==> config.mk <==
export PLATFORM = sky130hd
export DESIGN_NAME = mem_arbiter
export DESIGN_NICKNAME = d
export VERILOG_FILES = /design/src/rtl/mem_arbiter_pkg.sv /design/src/rtl/mem_arbiter_rr_pick2.sv /design/src/rtl/mem_arbiter.sv
export SDC_FILE = /design/constraint.sdc
export NUM_CORES = 1
export LEC_CHECK = 0
export BUFFER_PORTS_ARGS = -buffer_cell sky130_fd_sc_hd__buf_2
export CAP_MARGIN = 20
export CORE_MARGIN = 2
export CORE_UTILIZATION = 41
export CTS_CLUSTER_DIAMETER = 30
export DETAILED_ROUTE_END_ITERATION = 8
export HOLD_SLACK_MARGIN = 0.08
export MAX_ROUTING_LAYER = met4
export PLACE_DENSITY_LB_ADDON = 0.1
export REMOVE_ABC_BUFFERS = 1
export SLEW_MARGIN = 20
export SYNTH_ARGS = -nofsm -noshare
export SYNTH_HDL_FRONTEND = slang
export SYNTH_SLANG_ARGS = --single-unit
export TNS_END_PERCENT = 30
==> constraint.sdc <==
create_clock -name clk -period 1.3 [get_ports clk]
set_input_delay 0.26 -clock clk [delete_from_list [all_inputs] [get_ports clk]]
set_output_delay 0.26 -clock clk [all_outputs]
set_load 0.05 [all_outputs]
==> src/rtl/mem_arbiter_pkg.sv <==
// Shared widths and controller state encoding for the two-port memory arbiter.
package mem_arbiter_pkg;

  localparam int DATA_W_DEF = 16;
  localparam int ADDR_W_DEF = 12;

  typedef enum logic [1:0] {
    IDLE   = 2'd0,
    ACCESS = 2'd1,
    DONE   = 2'd2
  } state_t;

endpackage

==> src/rtl/mem_arbiter_rr_pick2.sv <==
// Two-way round-robin pick: on a tie the port not granted last wins; purely combinational.
// Zero latency; no backpressure of its own, the caller decides when a pick is consumed.
module rr_pick2 (
  input  logic req0,
  input  logic req1,
  input  logic last,
  output logic grant_vld,
  output logic grant_id
);

  always_comb begin
    grant_vld = req0 | req1;
    if (req0 && req1) begin
      grant_id = ~last;
    end else begin
      grant_id = req1;
    end
  end

endmodule

==> src/rtl/mem_arbiter.sv <==
// Two-port round-robin memory arbiter: one access per 3 cycles, ack two cycles after the winning req.
// Losing or late requesters are back-pressured by simply holding req until their ack arrives.
module mem_arbiter
  import mem_arbiter_pkg::*;
#(
  parameter int DATA_W = DATA_W_DEF,
  parameter int ADDR_W = ADDR_W_DEF
) (
  input  logic              clk,
  input  logic              rst,
  input  logic              req0,
  input  logic              req1,
  input  logic              we0,
  input  logic              we1,
  input  logic [ADDR_W-1:0] addr0,
  input  logic [ADDR_W-1:0] addr1,
  input  logic [DATA_W-1:0] wdata0,
  input  logic [DATA_W-1:0] wdata1,
  output logic              ack0,
  output logic              ack1,
  output logic [DATA_W-1:0] rdata0,
  output logic [DATA_W-1:0] rdata1,
  output logic              mem_we,
  output logic [ADDR_W-1:0] mem_addr,
  output logic [DATA_W-1:0] mem_wdata,
  input  logic [DATA_W-1:0] mem_rdata,
  output logic              busy
);

  typedef struct packed {
    logic              id;
    logic              we;
    logic [ADDR_W-1:0] addr;
    logic [DATA_W-1:0] wdata;
  } lat_t;

  state_t state_q;
  state_t state_d;
  lat_t   lat_q;
  logic   last_q;
  logic   grant_vld;
  logic   grant_id;

  rr_pick2 u_pick (
    .req0      (req0),
    .req1      (req1),
    .last      (last_q),
    .grant_vld (grant_vld),
    .grant_id  (grant_id)
  );

  always_ff @(posedge clk) begin
    if (rst) begin
      state_q <= IDLE;
    end else begin
      state_q <= state_d;
    end
  end

  always_comb begin
    state_d = state_q;
    case (state_q)
      IDLE:    if (grant_vld) state_d = ACCESS;
      ACCESS:  state_d = DONE;
      DONE:    state_d = IDLE;
      default: state_d = IDLE;
    endcase
  end

  // Requests are latched only in IDLE, so later input changes cannot disturb an access in flight.
  always_ff @(posedge clk) begin
    if (rst) begin
      lat_q  <= '0;
      last_q <= 1'b1;
      rdata0 <= '0;
      rdata1 <= '0;
    end else begin
      if (state_q == IDLE && grant_vld) begin
        lat_q.id    <= grant_id;
        lat_q.we    <= grant_id ? we1 : we0;
        lat_q.addr  <= grant_id ? addr1 : addr0;
        lat_q.wdata <= grant_id ? wdata1 : wdata0;
        last_q      <= grant_id;
      end
      if (state_q == ACCESS && !lat_q.we) begin
        if (lat_q.id) begin
          rdata1 <= mem_rdata;
        end else begin
          rdata0 <= mem_rdata;
        end
      end
    end
  end

  // Write strobe is gated by rst directly so a reset landing mid-access never commits the write.
  always_comb begin
    busy   = (state_q != IDLE);
    mem_we = (state_q == ACCESS) && lat_q.we && !rst;
    ack0   = (state_q == DONE) && !lat_q.id;
    ack1   = (state_q == DONE) && lat_q.id;
  end

  assign mem_addr  = lat_q.addr;
  assign mem_wdata = lat_q.wdata;

endmodule

==> impl_metrics.yaml <==
route:
  wl_per_cell_um: 13.5
  viasPerCell: 5.02
  ant_nets: 0
  wl_um: 7620
  drcViolationCount: 0
  via_count: 2834
  drt_iter0_markers: 76
  dr.pass1.iters: 5
floorplan:
  dieHeight_um: 87.2
  die_w_um: 87.2
  num_io_pins: 142
  core_area_um2: 6760
  floorplan.initialDensity_pct: 42.0
  rows: 30
  die_area_um2: 7610
status:
  run_status: "finished with violations"
  violations: "negative setup slack"
cells_and_area:
  final_cell_mix: "137 x buf_2, 124 x nand2_1, 62 x dfxtp_1"
  syn2layout_area_growth_pct: 36.9
  finish.instance_area_um2: 3890
  fin_cells: 564
  fin_util_pct: 57.5
  layout_commonest_cell: "buf_2"
  fillers: 651
  drive_gt1_share_pct: 41.3
  antenna_cells: 0
  nets: 557
sta:
  fmax_mhz: 672
  slew_headroom_pct: 80.4
  setup-violations-final: 4
  grt_setup_unrepaired: "true"
  period_share_pct: 114
  final-hold-violation-count: 0
  post-route-min-period_ns: 1.49
  drv_slew: 0
  tightest_slew_ns: 0.294
  clock_skew_ns: 0.00699
  finalWorstSetupSlack_ns: -0.188
  tns_ns: -0.676
pwr:
  p_per_area_nw_per_um2: 1360
  p_sw_share_pct: 35.6
  combPwrFrac_pct: 28.1
  leakage_nw: 1.80
  p_clk_share_pct: 29.5
  p_sw_mw: 1.87
  pwr-share-seq_pct: 42.3
  ir_worst_vdd_mv: 0.669
  p_int_mw: 3.40
flow_run:
  max_cap_violations: 0
clock_tree:
  clk_latency_ns: 0.34
  clockBufferDepth: 2
  clkSinkCount: 65
  cts_tree: "yes"
  cts_hold_buf: 0
  clockRootBuffer: "clkbuf_8"
  htreeDepth: 3
  clkSlewWorstSetupHoldPaths_ns: 0.07
  cts_made_buffers: 9
worst_setup_path:
  reg2reg_from: "state_q[1]"
  critPathCaptureType: "primary output"
  crit_start: "state_q[0]"
  startpoint_type: "register"
  crit_required_ns: 1.04
  worst-setup-path-type: "register to primary output"
  crit_arrival_ns: 1.23
  cp_max_fo: 4
placed_design:
  dp_hpwl_um: 5340
  placed_cell_area_um2: 3570
  gp_congestion: 0.736
  port_buffers: 141
  dpl.cell_count: 545
grt:
  grt_pass1_vias: 2671
  grtUsageTotal_pct: 21.1
  antenna_found_initial: 0
  grt_overflow: 0
  grt_pass1_wl_um: 12300
  grt_max_degree: 28
yosys:
  ys_ff_latch: 65
  ys_top_cells_by_area: "dfxtp_1 46%, nand2_1 16%, a21oi_1 11%"
  synth-seq-area-share_pct: 45.8
  synth_top_area_cell: "dfxtp_1"
  syn_inst: 356
  syn_area_um2: 2840
  ys_types: 27
  ys.warnings.count: 0
  syn_area_per_cell_um2: 7.97
  yosysTopAreaCellShare_pct: 45.8
worst_hold_path:
  min_path_type: "input pin to register"
  worstHoldStart: "rst"
## metal layers
| metal | up-vias | track usage [%] | wire, um |
|---|---|---|---|
| met1 | 1278 | 25.4 | 3380 |
| li1 | 1432 | - | - |
| met2 | 117 | 34.2 | 3610 |
| met3 | 7 | 4.27 | 543 |
| met5 | - | - | 0 |
| met4 | 0 | 9.51 | 86 |
## repair_timing
item	4_1_cts	5_1_grt
resized for setup	20	11
pin swaps	2	25
hold endpoints to repair	0	0
setup endpoints to repair	29	38
setup buffers	1	2
## synthesized netlist by cell type
master and n:
a311oi_1 29, nand4bb_1 1, a221o_1 1, a21oi_1 62
nor2b_1 1, and4bb_2 1, nor3b_1 2, nand2_1 124
and3b_1 1, or2_2 1, buf_1 1, inv_2 1
buf_2 13, buf_6 2, clkbuf_2 2, or4b_1 1
o21ai_0 1, nor3_1 1, nor4b_4 1, buf_4 28
nor2_2 1, a21bo_2 1, nor2_1 2, a21boi_1 1
clkbuf_1 11, dfxtp_1 65, and2_1 1
## worst max-delay path, stage by stage (launching register included)
cell and delay, ns:
dfxtp_4 0.35, buf_6 0.12, and3b_1 0.25, buf_6 0.17
## final timing paths
path,endpoint,slack [ns],depth (start not counted)
worst max register to register,rdata0[13],0.02,4
worst min-delay path,state_q[1],0.12,2
worst min register to register,rdata1[8],0.45,2
worst max-delay path,ack1,-0.19,3
## power groups by stage
| stage | Sequential, mW | Combinational, mW | Clock [mW] |
|---|---|---|---|
| after detailed placement | 2.27 | 1.43 | 0 |
| after global placement | 2.27 | 1.41 | 0 |
| after CTS | 2.23 | 1.45 | 1.61 |
| after global routing | 2.25 | 1.59 | 1.70 |
| after floorplan | 2.77 | 0.386 | 0 |
| final | 2.23 | 1.48 | 1.56 |
## layout make-up
cell class | count | area (um^2) | share of cell area [%]
clock buffers | 10 | 138 | 3.54
well taps | 80 | 100 | 2.57
flip-flops and latches | 65 | 1310 | 33.7
inverters | 1 | 3.75 | 0.0966
multi-input cells | 233 | 1230 | 31.6
clock inverters | 6 | 42.5 | 1.09
repair buffers | 169 | 1070 | 27.4
## cells by family (layout without fill, tap and decap cells)
| group | count (synthesis) | after routing | synth area share [%] |
|---|---|---|---|
| flip-flops | 65 | 65 | 45.8 |
| buffers and inverters | 58 | 186 | 12.6 |
| AND/OR/NAND/NOR | 138 | 138 | 20.6 |
| AO/OA/AOI/OAI | 95 | 95 | 21.0 |
## through the flow
step           setup slack [ns]  total power [mW]  hold slack (ns)
4_1_cts                  -0.212              5.29            0.110
2_1_floorplan             -1.43              3.15            0.329
6_report                 -0.188              5.27            0.123
3_5_place_dp            -0.0226              3.70            0.446
3_3_place_gp           -0.00401              3.68            0.439
5_1_grt                  -0.226              5.54            0.119
## sequential cells by signal, summed over array words and instances, names as in the netlist
register	cells
last_q	1
rdata1	16
lat_q	2
mem_wdata	16
state_q	2
mem_addr	12
rdata0	16
Power figures use the tool's default switching activity.
